==> config.mk <==
export PLATFORM = sky130hd
export DESIGN_NAME = pixel_fetch_scheduler
export DESIGN_NICKNAME = d
export VERILOG_FILES = /design/src/rtl/pixel_fetch_scheduler.sv
export SDC_FILE = /design/constraint.sdc
export NUM_CORES = 1
export LEC_CHECK = 0
export ABC_AREA = 1
export CAP_MARGIN = 20
export CORE_UTILIZATION = 43
export DETAILED_ROUTE_END_ITERATION = 7
export PLACE_DENSITY = 0.88
export SLEW_MARGIN = 5
export SYNTH_ARGS = -nofsm -noshare
export SYNTH_HDL_FRONTEND = slang
export SYNTH_SLANG_ARGS = --single-unit
==> constraint.sdc <==
create_clock -name i_clk -period 1.25 [get_ports i_clk]
set_input_delay 0.1875 -clock i_clk [delete_from_list [all_inputs] [get_ports i_clk]]
set_output_delay 0.1875 -clock i_clk [all_outputs]
set_load 0.005 [all_outputs]
==> src/rtl/pixel_fetch_scheduler.sv <==
`default_nettype none
// ============================================================================
// Module      : pixel_fetch_scheduler
// Description : Per-pixel sprite fetch scheduler. Walks the covering layers
//               in priority order, issues one SRAM palette-index read per
//               layer, and stops at the first non-transparent index. The
//               winning object ID and encoded color are handed downstream
//               over a valid/ready handshake.
//               Optional macro PIXEL_SCHED_STATS_EN adds saturating fetch
//               and fallback counters (o_fetch_cnt, o_fallback_cnt).
// Revision    : 1.0 - initial release
// ============================================================================

package sram_pkg;
    localparam int COLOR_WIDTH = 8;
endpackage

package game_pkg;
    typedef logic [3:0] ObjectID;
    // Background map object, shown when no layer is opaque.
    localparam ObjectID OBJECT_MAP = 4'd0;
endpackage

module pixel_fetch_scheduler #(
    parameter int                     NUM_LAYERS      = 4,
    parameter int                     ADDR_WIDTH      = 20,
    parameter int                     COLOR_WIDTH     = sram_pkg::COLOR_WIDTH,
    parameter logic [COLOR_WIDTH-1:0] TRANSPARENT_IDX = '0
) (
    input  logic                                   i_clk,
    input  logic                                   i_rst,
    input  logic                                   i_pix_valid,
    output logic                                   o_pix_ready,
    input  logic [NUM_LAYERS-1:0]                  i_layer_hit,
    input  game_pkg::ObjectID [NUM_LAYERS-1:0]     i_layer_obj,
    input  logic [NUM_LAYERS-1:0][ADDR_WIDTH-1:0]  i_layer_addr,
    output logic                                   o_sram_req,
    output logic [ADDR_WIDTH-1:0]                  o_sram_addr,
    input  logic                                   i_sram_gnt,
    input  logic                                   i_sram_rvalid,
    input  logic [COLOR_WIDTH-1:0]                 i_sram_rdata,
    output logic                                   o_valid,
    input  logic                                   i_ready,
    output game_pkg::ObjectID                      o_object_id,
    output logic [COLOR_WIDTH-1:0]                 o_encoded_color
`ifdef PIXEL_SCHED_STATS_EN
    ,
    output logic [15:0]                            o_fetch_cnt,
    output logic [15:0]                            o_fallback_cnt
`endif
);

    localparam int c_sel_width = (NUM_LAYERS > 1) ? $clog2(NUM_LAYERS) : 1;

    typedef enum logic [1:0] {
        IDLE  = 2'd0,
        ISSUE = 2'd1,
        WAIT  = 2'd2,
        OUT   = 2'd3
    } state_t;

    state_t                                r_state;
    state_t                                w_state_next;
    logic [NUM_LAYERS-1:0]                 r_pending;
    logic [NUM_LAYERS-1:0]                 w_pending_lsb;
    game_pkg::ObjectID [NUM_LAYERS-1:0]    r_obj;
    logic [NUM_LAYERS-1:0][ADDR_WIDTH-1:0] r_addr;
    logic [c_sel_width-1:0]                r_sel;
    logic [c_sel_width-1:0]                w_sel;
    game_pkg::ObjectID                     r_object_id;
    logic [COLOR_WIDTH-1:0]                r_color;
    logic                                  w_accept;
    logic                                  w_grant;
    logic                                  w_capture;
    logic                                  w_fallback;

    // Highest-priority (lowest index) layer still waiting to be fetched.
    always_comb begin
        w_sel = '0;
        for (int i = NUM_LAYERS - 1; i >= 0; i--) begin
            if (r_pending[i]) begin
                w_sel = c_sel_width'(i);
            end
        end
        w_pending_lsb = r_pending & (~r_pending + NUM_LAYERS'(1));
    end

    // State register.
    always_ff @(posedge i_clk) begin
        if (i_rst) begin
            r_state <= IDLE;
        end else begin
            r_state <= w_state_next;
        end
    end

    // Next-state decode and handshake/request outputs.
    always_comb begin
        w_state_next = r_state;
        w_accept     = 1'b0;
        w_grant      = 1'b0;
        w_capture    = 1'b0;
        w_fallback   = 1'b0;
        o_pix_ready  = 1'b0;
        o_sram_req   = 1'b0;
        o_sram_addr  = '0;
        o_valid      = 1'b0;
        case (r_state)
            IDLE: begin
                // Ready is masked while reset is held so nothing is accepted.
                o_pix_ready = ~i_rst;
                if (i_pix_valid && !i_rst) begin
                    w_accept = 1'b1;
                    if (|i_layer_hit) begin
                        w_state_next = ISSUE;
                    end else begin
                        w_fallback   = 1'b1;
                        w_state_next = OUT;
                    end
                end
            end
            ISSUE: begin
                // Pending mask is frozen until grant, so addr stays stable.
                o_sram_req  = 1'b1;
                o_sram_addr = r_addr[w_sel];
                if (i_sram_gnt) begin
                    w_grant      = 1'b1;
                    w_state_next = WAIT;
                end
            end
            WAIT: begin
                if (i_sram_rvalid) begin
                    if (i_sram_rdata != TRANSPARENT_IDX) begin
                        w_capture    = 1'b1;
                        w_state_next = OUT;
                    end else if (|r_pending) begin
                        w_state_next = ISSUE;
                    end else begin
                        w_fallback   = 1'b1;
                        w_state_next = OUT;
                    end
                end
            end
            OUT: begin
                o_valid = 1'b1;
                if (i_ready) begin
                    w_state_next = IDLE;
                end
            end
            default: begin
                w_state_next = IDLE;
            end
        endcase
    end

    // Pixel context capture, pending-mask walk and result registers.
    always_ff @(posedge i_clk) begin
        if (i_rst) begin
            r_pending   <= '0;
            r_obj       <= '0;
            r_addr      <= '0;
            r_sel       <= '0;
            r_object_id <= game_pkg::OBJECT_MAP;
            r_color     <= '0;
        end else begin
            if (w_accept) begin
                r_pending <= i_layer_hit;
                r_obj     <= i_layer_obj;
                r_addr    <= i_layer_addr;
            end
            if (w_grant) begin
                r_pending <= r_pending & ~w_pending_lsb;
                r_sel     <= w_sel;
            end
            if (w_capture) begin
                r_object_id <= r_obj[r_sel];
                r_color     <= i_sram_rdata;
            end
            if (w_fallback) begin
                r_object_id <= game_pkg::OBJECT_MAP;
                r_color     <= '0;
            end
        end
    end

    assign o_object_id     = r_object_id;
    assign o_encoded_color = r_color;

`ifdef PIXEL_SCHED_STATS_EN
    logic [15:0] r_fetch_cnt;
    logic [15:0] r_fallback_cnt;

    // Saturating counters of SRAM grants and fallback results.
    always_ff @(posedge i_clk) begin
        if (i_rst) begin
            r_fetch_cnt    <= '0;
            r_fallback_cnt <= '0;
        end else begin
            if (w_grant && (r_fetch_cnt != 16'hFFFF)) begin
                r_fetch_cnt <= r_fetch_cnt + 16'd1;
            end
            if (w_fallback && (r_fallback_cnt != 16'hFFFF)) begin
                r_fallback_cnt <= r_fallback_cnt + 16'd1;
            end
        end
    end

    assign o_fetch_cnt    = r_fetch_cnt;
    assign o_fallback_cnt = r_fallback_cnt;
`endif

endmodule

`default_nettype wire

==> results.py, run 1 <==
metrics = {
    "clock_network": {
        "cts.sinks": 116,
        "cts_made_buffers": 17,
        "htree_levels": 4,
        "clk_path_buf_depth": 2,
        "cts_root_buf": "clkbuf_16",
        "postCtsHoldBufs": 0,
    },
    "global_route": {
        "grt_overflow_total": 4,
        "grt_max_degree": 62,
        "antenna_found_initial": 3,
        "grtUsageTotal": 0.760,
    },
    "logic_synthesis": {
        "ys.flop_type": "dfxtp_1",
        "yosysTopAreaCell": "dfxtp_1",
        "synthTopCellsByArea": "dfxtp_1 44%, a21oi_1 12%, o21ai_0 8.7%",
        "synth_top_area_share": 0.436,
        "synth_area_per_cell_sq_um": 7.17,
        "synth_nets": 856,
        "netlist_area_sq_um": 5320,
        "synth.top_cells.by_count": "127 x a21oi_1, 122 x nand2_1, 116 x dfxtp_1, 100 x inv_1, 93 x o21ai_0",
        "yosysMostFrequentCell": "a21oi_1",
        "ys_warn_count": 0,
        "synth_edf_count": 0,
        "netlist-cell-type-count": 25,
        "ys_ff_latch": 116,
        "syn_inst": 742,
        "synth_async_sr_flop_share": 0,
        "yosysSeqAreaShare": 0.436,
    },
    "timing": {
        "crit_endpoint": "o_sram_addr[3]",
        "endpoint_type": "top-level output",
    },
    "outcome": {
        "stop_stage": "5_1_grt",
        "status": "aborted with a tool error",
        "run.stop_error": "[ERROR GRT-0232] Routing congestion too high. Check the congestion heatmap in the GUI.",
    },
    "floorplan": {
        "start_util": 0.441,
        "die_w_um": 113,
        "rows": 40,
        "pin_count": 149,
        "die_y_um": 113,
    },
    "placed_design": {
        "gp_congestion": 0.909,
        "io_buffers": 148,
        "placed_area_sq_um": 7360,
        "dpl.hpwl_mm": 11.1,
    },
}
==> repair_timing <==
action	in CTS
gates resized for setup	474
setup buffers	36
pin swaps	98
setup endpoints to repair	151
gates cloned	35
==> per-layer routing <==
metal  GRT usage  overflow
met5       0.200         0
met4       0.783         0
met3       0.576         0
met2       0.935         4
met1       0.770         0
==> through the flow <==
stage                     setup WS, ns   util  cells  hold WS (ns)  TNS [ns]
after floorplan                0.00719      -    742         0.257         0
after global placement          -0.681  0.610   1079         0.438    -48.62
after detailed placement        -0.726  0.610   1079         0.447    -52.43
after CTS                       -0.709  0.851   1182         0.315    -46.89
==> cells by family after synthesis <==
logic type | Yosys count | synth area share
and+or+nand+nor | 237 | 0.196
AOI/OAI and AO/OA | 231 | 0.223
buffers and inverters | 158 | 0.144
DFF | 116 | 0.436
==> run 2: changes to the inputs <==
Settings changed: CORE_UTILIZATION 43 to 40, PLACE_DENSITY 0.88 to not set, PLACE_DENSITY_LB_ADDON set to 0.15.
Clock period 1.25 ns to 1.6 ns, I/O delays scaled along.
==> results.py, run 2 <==
metrics = {
    "logic_synthesis": {
        "syn_inst": 742,
        "synth.top_cells.by_count": "127 x a21oi_1, 122 x nand2_1, 116 x dfxtp_1, 100 x inv_1, 93 x o21ai_0",
        "synth_async_sr_flop_share": 0,
        "synthTopCellsByArea": "dfxtp_1 44%, a21oi_1 12%, o21ai_0 8.7%",
        "yosysMostFrequentCell": "a21oi_1",
        "netlist_area_sq_um": 5320,
        "synth_top_area_share": 0.436,
        "ys_ff_latch": 116,
        "synth_nets": 856,
        "yosysTopAreaCell": "dfxtp_1",
        "synth_edf_count": 0,
        "synth_area_per_cell_sq_um": 7.17,
        "netlist-cell-type-count": 25,
        "yosysSeqAreaShare": 0.436,
        "ys.flop_type": "dfxtp_1",
        "ys_warn_count": 0,
    },
    "routing": {
        "vias": 5537,
        "wl_per_cell_um": 15.5,
        "ant_nets": 0,
        "via_per_inst": 5.10,
        "drt-initial-drc-count": 410,
        "wirelength_mm": 16.9,
        "drc": 0,
        "dr.pass1.iters": 5,
    },
    "timing": {
        "post-route-period-util": 1.28,
        "fin_crit_ns": 2.04,
        "setup_viol": 20,
        "rsz0062_at_grt": "yes",
        "slew_headroom": 0.643,
        "finalClockSkew_ns": 0.00955,
        "worst_slack_ns": -0.443,
        "tightest_slew_ns": 0.534,
        "hold_viol_final": 0,
        "max_freq_ghz": 0.490,
        "timing.final.max_slew_violations": 0,
        "hold_ws_ns": 0.378,
    },
    "layout": {
        "largest-register": "r_addr",
        "regArea_sq_um": 2340,
        "fillers": 1093,
        "antenna_cells": 0,
        "drive_above_1_share": 0.189,
        "area_growth_pct": 52.2,
        "design_area_sq_um": 8100,
        "stdcell_count": 1085,
        "largest_reg_flops": 80,
        "mostFrequentLayoutCells": "125 x clkdlybuf4s50_1, 115 x nand2_1, 110 x dfxtp_1",
        "nets": 1016,
        "multi_input_area_sq_um": 2550,
        "final_common_cell": "clkdlybuf4s50_1",
    },
    "global_route": {
        "met3_usage": 0.0686,
        "grtUsageTotal": 0.239,
        "grt_busiest_layer": "met2",
        "grt_max_degree": 87,
        "antenna_found_initial": 0,
        "gr-usage-met2": 0.367,
        "grt_pass1_vias": 5251,
        "gr-usage-met1": 0.318,
        "grt_overflow_total": 0,
        "grt_pass1_wl_mm": 26.1,
    },
    "floorplan": {
        "pin_count": 149,
        "die_y_um": 117,
        "start_util": 0.417,
        "rows": 41,
        "dieArea_sq_um": 13800,
        "core_area_sq_um": 12800,
        "die_w_um": 117,
    },
    "placed_design": {
        "placed_area_sq_um": 7000,
        "dp_slack_ns": -0.385,
        "dpl.hpwl_mm": 10.8,
        "gp_congestion": 0.844,
        "dp.cells": 1036,
        "io_buffers": 148,
    },
    "critical_path": {
        "worstSetupStartpointType": "flip-flop",
        "path_buf_inv": 5,
        "crit_type": "flip-flop to primary output",
        "crit_start": "r_pending[0]",
        "r2r-start": "r_state[1]",
        "rr_endpoint": "r_pending[1]",
        "reg2regPathDepth": 7,
        "crit_end": "o_sram_addr[18]",
        "worst-r2r-setup-slack_ns": 0.12,
        "crit_family": "buffers and inverters",
        "crit_path_end_kind": "primary output",
        "required_ns": 1.36,
        "max_stage_delay_ns": 0.35,
        "critPathArrivalTime_ns": 1.80,
        "cp_slowest_cell": "dfxtp_4",
        "worstPathMaxFanout": 4,
        "cp_num_cells": 9,
        "crit_chain": "nor2_4 -> inv_2 -> nor2_4 -> buf_12 -> buf_6 -> buf_6 -> nand3_2 -> a21oi_2 -> buf_2",
    },
    "clock_network": {
        "worstSkewPairLatency_ns": 0.41,
        "htree_levels": 4,
        "postCtsHoldBufs": 0,
        "cts_tree": "done",
        "cts_root_buf": "clkbuf_16",
        "clk_path_buf_depth": 2,
        "clk_pin_slew_ns": 0.05,
        "cts.sinks": 116,
        "cts_made_buffers": 17,
    },
    "pwr": {
        "power.leakage_nw": 3.25,
        "irDropWorstVdd_mv": 0.765,
        "finalPower_mw": 11.4,
        "power_density_nw_per_um2": 1400,
    },
    "outcome": {
        "violations": "negative setup slack",
        "status": "finished, violations left",
    },
    "flow_run": {
        "drv_cap": 0,
    },
    "min_path": {
        "hold_class": "primary input to flip-flop",
    },
}
==> run 2: cell counts after synthesis <==
No cell type changed its count.
==> run 2: power by group <==
| group | internal, mW | switching [mW] |
|---|---|---|
| combinational | 1.61 | 2.20 |
| sequential | 3.42 | 0.197 |
| clock | 2.71 | 1.24 |
==> run 2: cell families (layout without fill, tap and decap cells) <==
kind of cell,after synthesis,count (layout),share of synthesized area
simple gates,237,237,0.196
compound gates,231,231,0.223
buf+inv,158,329,0.144
flops,116,116,0.436
==> run 2: cell type report <==
type | count | share of cell area
sequential | 116 | 0.289
multi-input combinational | 468 | 0.315
timing repair buffer | 197 | 0.247
clock buffer | 26 | 0.0604
clock inverter | 4 | 0.0148
inverter | 102 | 0.0476
tap | 172 | 0.0266
==> run 2: repair_timing <==
action                     CTS  global route
cloned                       2             3
setup buffers               14             4
setup endpoints to repair   23            46
gates resized for setup    152            43
pin swaps                   33            24
==> run 2: worst register-to-register path, delay by kind of cell, from the launching register on <==
family | cells | cell delay (ns)
buffers and inverters | 3 | 0.42
DFF | 1 | 0.32
AOI/OAI and AO/OA | 2 | 0.30
and+or+nand+nor | 2 | 0.32
==> run 2: how the worst min path moves through the flow <==
stage	from	end	cells after the start
floorplan	i_rst	r_pending[2]	1
global placement	r_addr[25]	r_addr[25]	2
detailed placement	r_addr[43]	r_addr[43]	2
CTS	i_layer_obj[11]	r_obj[11]	3
global route	i_layer_obj[11]	r_obj[11]	3
finish	i_layer_obj[11]	r_obj[11]	3
==> run 2: layer usage <==
metal / up-vias / wire length (um)
met3: 24 / 1280
met5: - / 0
met4: 0 / 278
li1: 2744 / -
met1: 2555 / 7610
met2: 214 / 7700
==> run 2: stage by stage <==
| step | setup TNS, ns | util |
|---|---|---|
| floorplan | 0 | - |
| global placement | -12.58 | 0.548 |
| detailed placement | -14.28 | 0.548 |
| CTS | -7.82 | 0.617 |
| global route | -8.38 | 0.634 |
| finish | -7.15 | 0.634 |
Note: power is estimated with default switching activity, not from simulation.
==> run 3: changes to the inputs <==
Settings changed: CORE_UTILIZATION 40 to 33.
==> results.py, run 3 (synthesized netlist as in run 2, its figures left out) <==
metrics = {
    "outcome": {
        "status": "finished, violations left",
        "violations": "negative setup slack",
    },
    "routing": {
        "wl_per_cell_um": 15.2,
        "vias": 5635,
        "dr.pass1.iters": 4,
        "via_per_inst": 4.89,
        "ant_nets": 0,
        "drc": 0,
        "wirelength_mm": 17.5,
        "drt-initial-drc-count": 293,
    },
    "layout": {
        "final_common_cell": "clkdlybuf4s50_1",
        "mostFrequentLayoutCells": "125 x clkdlybuf4s50_1, 115 x nand2_1, 110 x dfxtp_1",
        "fin_util": 0.536,
        "area_growth_pct": 59.6,
        "largest_reg_flops": 80,
        "stdcell_count": 1153,
        "largest-register": "r_addr",
        "antenna_cells": 0,
        "drive_above_1_share": 0.218,
        "multi_input_area_sq_um": 2620,
        "nets": 1039,
        "regArea_sq_um": 2330,
        "fillers": 1451,
        "design_area_sq_um": 8490,
    },
    "clock_network": {
        "cts_made_buffers": 17,
        "cts_tree": "done",
        "cts_root_buf": "clkbuf_16",
        "htree_levels": 4,
        "cts.sinks": 116,
        "clk_path_buf_depth": 2,
        "worstSkewPairLatency_ns": 0.42,
        "clk_pin_slew_ns": 0.06,
    },
    "pwr": {
        "power.leakage_nw": 3.42,
        "power_density_nw_per_um2": 1410,
        "finalPower_mw": 11.9,
        "irDropWorstVdd_mv": 0.860,
    },
    "critical_path": {
        "worstPathMaxFanout": 6,
        "crit_type": "flip-flop to primary output",
        "crit_chain": "buf_6 -> nor2_4 -> nor2_4 -> buf_6 -> inv_8 -> buf_8 -> nand3_1 -> a21oi_2 -> buf_2",
        "crit_path_end_kind": "primary output",
        "cp_slowest_cell": "dfxtp_2",
        "path_buf_inv": 5,
        "worstSetupStartpointType": "flip-flop",
        "crit_family": "buffers and inverters",
        "critPathArrivalTime_ns": 1.84,
        "max_stage_delay_ns": 0.32,
        "required_ns": 1.36,
    },
    "placed_design": {
        "dpl.hpwl_mm": 11.5,
        "placed_area_sq_um": 7070,
        "dp.cells": 1085,
        "dp_slack_ns": -0.428,
        "gp_congestion": 0.824,
        "io_buffers": 148,
    },
    "timing": {
        "tightest_slew_ns": 0.546,
        "setup_viol": 20,
        "rsz0062_at_grt": "yes",
        "max_freq_ghz": 0.482,
        "finalClockSkew_ns": 0.00998,
        "hold_viol_final": 0,
        "fin_crit_ns": 2.08,
        "post-route-period-util": 1.30,
        "hold_ws_ns": 0.370,
        "timing.final.max_slew_violations": 0,
        "final.setup.tns_ns": -8.19,
        "slew_headroom": 0.636,
        "worst_slack_ns": -0.477,
    },
    "floorplan": {
        "start_util": 0.336,
        "die_w_um": 129,
        "core_area_sq_um": 15800,
        "rows": 46,
        "die_y_um": 129,
        "dieArea_sq_um": 16600,
        "pin_count": 149,
    },
    "flow_run": {
        "drv_cap": 0,
    },
    "global_route": {
        "grt_pass1_wl_mm": 26.3,
        "grt_max_degree": 65,
        "antenna_found_initial": 0,
        "grt_pass1_vias": 5275,
        "grtUsageTotal": 0.208,
        "grt_overflow_total": 0,
    },
    "min_path": {
        "hold_class": "primary input to flip-flop",
    },
}
==> run 3: cell types whose count changed in the layout (fill, tap and decap cells not counted), sizes merged <==
| cell | change |
|---|---|
| bufinv | +1 |
| clkinv | +3 |
| buf | +21 |
| clkbuf | -3 |
| clkinvlp | +2 |
==> run 3: power breakdown <==
group	leakage (nW)	internal [mW]	switching [mW]
Sequential	0.954	3.41	0.197
Clock	0.303	2.78	1.30
Combinational	2.16	1.90	2.35
Total	3.42	8.09	3.84
==> run 3: worst paths after layout <==
check | depth (start not counted) | slack [ns] | to | start
worst max-delay path | 9 | -0.48 | o_sram_addr[6] | r_pending[2]
worst min-delay path | 3 | 0.37 | r_obj[3] | i_layer_obj[3]
worst max register to register | 9 | 0.09 | r_obj[0] | r_state[1]
worst min register to register | 2 | 0.45 | r_addr[74] | r_addr[74]
==> run 3: repair_timing <==
| action | in CTS | in global routing |
|---|---|---|
| setup buffers | 23 | 8 |
| setup endpoints to repair | 31 | 100 |
| gates resized for setup | 174 | 51 |
| cloned | 4 | 5 |
| pin swaps | 30 | 24 |
| hold buffers | 0 | 0 |
==> run 3: area by class of cell <==
class	instances	share of cell area
clock buffer	21	0.0531
clock inverter	10	0.0212
inverter	102	0.0460
multi-input combinational	468	0.309
sequential	116	0.275
tap	216	0.0318
timing repair buffer	220	0.264
==> run 3: metal layers <==
metal  wire length (um)  vias to the layer above  global-route usage
met2               7910                      183               0.321
met5                  0                        -                   0
li1                   -                     2794                   -
met3               1050                       28              0.0491
met1               8210                     2630               0.277
met4                367                        0              0.0913
==> run 3: worst reg2reg max path, stage by stage, from the launching register on <==
cell	delay [ns]
dfxtp_2	0.32
buf_6	0.13
nor2_4	0.12
buf_6	0.11
nand3_4	0.14
buf_12	0.19
buf_6	0.11
clkbuf_16	0.15
nand3_1	0.07
nand2_1	0.05
==> run 4: changes to the inputs <==
Settings changed: CAP_MARGIN 20 to 10, CORE_MARGIN set to 5.
==> results.py, run 4 (synthesized netlist as in run 2, its figures left out) <==
metrics = {
    "outcome": {
        "status": "finished, violations left",
        "violations": "negative setup slack",
    },
    "clock_network": {
        "htree_levels": 4,
        "clk_path_buf_depth": 2,
        "clk_pin_slew_ns": 0.05,
        "cts_tree": "done",
        "cts_made_buffers": 17,
        "worstSkewPairLatency_ns": 0.41,
        "cts_root_buf": "clkbuf_16",
        "cts.sinks": 116,
    },
    "critical_path": {
        "r2r-start": "r_state[0]",
        "reg2regPathDepth": 7,
        "crit_path_end_kind": "primary output",
        "crit_top_cell": "nand2_2",
        "worstSetupStartpointType": "flip-flop",
        "worstPathMaxFanout": 6,
        "critPathArrivalTime_ns": 1.76,
        "crit_chain": "inv_2 -> nand2_2 -> nand2_4 -> nand2_8 -> buf_12 -> buf_16 -> nand2_2 -> nand3_4 -> a21oi_2 -> buf_2",
        "required_ns": 1.36,
        "worst-r2r-setup-slack_ns": 0.07,
        "crit_type": "flip-flop to primary output",
        "cp_slowest_cell": "dfxtp_4",
        "max_stage_delay_ns": 0.36,
        "rr_endpoint": "r_addr[41]",
    },
    "floorplan": {
        "die_y_um": 137,
        "core_area_sq_um": 15800,
        "pin_count": 149,
        "dieArea_sq_um": 18800,
        "die_w_um": 137,
        "rows": 46,
        "start_util": 0.336,
    },
    "routing": {
        "wl_met3_mm": 1.07,
        "wirelength_mm": 18.5,
        "drt-initial-drc-count": 302,
        "ant_nets": 0,
        "wl_per_cell_um": 16.3,
        "dr_wl_met2_mm": 8.60,
        "vias": 5517,
        "dr.pass1.iters": 4,
        "drc": 0,
        "drt-met1-wl_mm": 8.58,
        "via_per_inst": 4.86,
        "topRoutingLayerUsed": "met4",
    },
    "global_route": {
        "grt_pass1_wl_mm": 27.7,
        "grtUsageTotal": 0.190,
        "grt_max_degree": 64,
        "grt_pass1_vias": 5376,
        "grt_overflow_total": 0,
        "antenna_found_initial": 0,
    },
    "timing": {
        "post-route-period-util": 1.25,
        "rsz0062_at_grt": "yes",
        "fin_crit_ns": 2.00,
        "tightest_slew_ns": 0.557,
        "max_freq_ghz": 0.500,
        "finalClockSkew_ns": 0.00943,
        "timing.final.max_slew_violations": 0,
        "setup_viol": 20,
        "worst_slack_ns": -0.400,
        "hold_viol_final": 0,
        "slew_headroom": 0.628,
        "hold_ws_ns": 0.389,
    },
    "layout": {
        "nets": 1021,
        "antenna_cells": 0,
        "largest-register": "r_addr",
        "fillers": 1461,
        "largest_reg_flops": 80,
        "mostFrequentLayoutCells": "125 x clkdlybuf4s50_1, 111 x dfxtp_1, 109 x a21oi_1",
        "fin_util": 0.529,
        "drive_above_1_share": 0.222,
        "area_growth_pct": 57.3,
        "final_common_cell": "clkdlybuf4s50_1",
    },
    "placed_design": {
        "dpl.hpwl_mm": 12.1,
        "gp_congestion": 0.836,
        "io_buffers": 148,
    },
    "min_path": {
        "hold_class": "primary input to flip-flop",
        "min_to": "r_obj[3]",
        "hold-path-cell-count": 3,
        "hp-start": "i_layer_obj[3]",
    },
    "pwr": {
        "finalPower_mw": 11.6,
        "irDropWorstVdd_mv": 0.849,
        "power_density_nw_per_um2": 1390,
        "power.leakage_nw": 3.29,
    },
    "flow_run": {
        "drv_cap": 0,
    },
}
==> run 4: changes by cell type in the layout (fill, tap and decap cells not counted), sizes merged <==
cell,before,now
buf,89,71
bufinv,5,3
clkdlybuf4s15,1,0
clkinv,3,5
dlygate4sd2,1,2
nand3,93,94
==> run 4: worst max path at each step <==
| stage | from | to | slack (ns) | depth (start not counted) |
|---|---|---|---|---|
| after floorplan | r_pending[0] | o_sram_addr[7] | 0.30 | 6 |
| after global placement | r_pending[2] | o_sram_addr[16] | -0.41 | 9 |
| after detailed placement | r_pending[2] | o_sram_addr[15] | -0.42 | 9 |
| after CTS | r_pending[2] | o_sram_addr[4] | -0.39 | 9 |
| after global routing | r_pending[2] | o_sram_addr[10] | -0.47 | 10 |
| final | r_pending[2] | o_sram_addr[17] | -0.40 | 10 |
==> run 4: critical path: cells and delay by family (launching register included) <==
kind	cells	cell delay, ns
compound gates	1	0.13
simple gates	5	0.40
buf+inv	4	0.46
flops	1	0.36
==> run 4: timing repair <==
action / 4_1_cts / 5_1_grt
buffers inserted: 7 / 4
endpoints found under the setup margin: 35 / 44
resized for setup: 171 / 64
hold buffers: 0 / 0
cloned: 7 / 3
endpoints found under the hold margin: 0 / 0
pin swaps: 24 / 27
==> run 4: area by class of cell <==
class | count | area, sq um | area share
Clock buffer | 22 | 464 | 0.0555
Tap cell | 216 | 270 | 0.0323
Timing Repair Buffer | 201 | 2070 | 0.247
Multi-Input combinational cell | 469 | 2720 | 0.324
Inverter | 102 | 388 | 0.0463
Clock inverter | 10 | 130 | 0.0155
Sequential cell | 116 | 2330 | 0.279
==> run 4: metrics by stage <==
stage	setup TNS (ns)	setup slack, ns	cells	instance area (sq um)
finish	-6.66	-0.400	1136	8370
global route	-8.26	-0.469	1136	8370
CTS	-7.03	-0.391	1133	8130
detailed placement	-20.03	-0.422	1088	7090
global placement	-16.18	-0.413	1088	7090
floorplan	0	0.305	742	5320
==> run 4: power breakdown <==
group / internal (mW) / total, mW / switching [mW]
clock: 2.51 / 3.84 / 1.32
sequential: 3.41 / 3.61 / 0.196
combinational: 1.78 / 4.18 / 2.40
==> run 4: routing by layer <==
layer  global-route usage  vias up
met3               0.0489       23
met1                0.260     2581
met4               0.0571        0
li1                     -     2764
met5                    0        -
met2                0.293      149
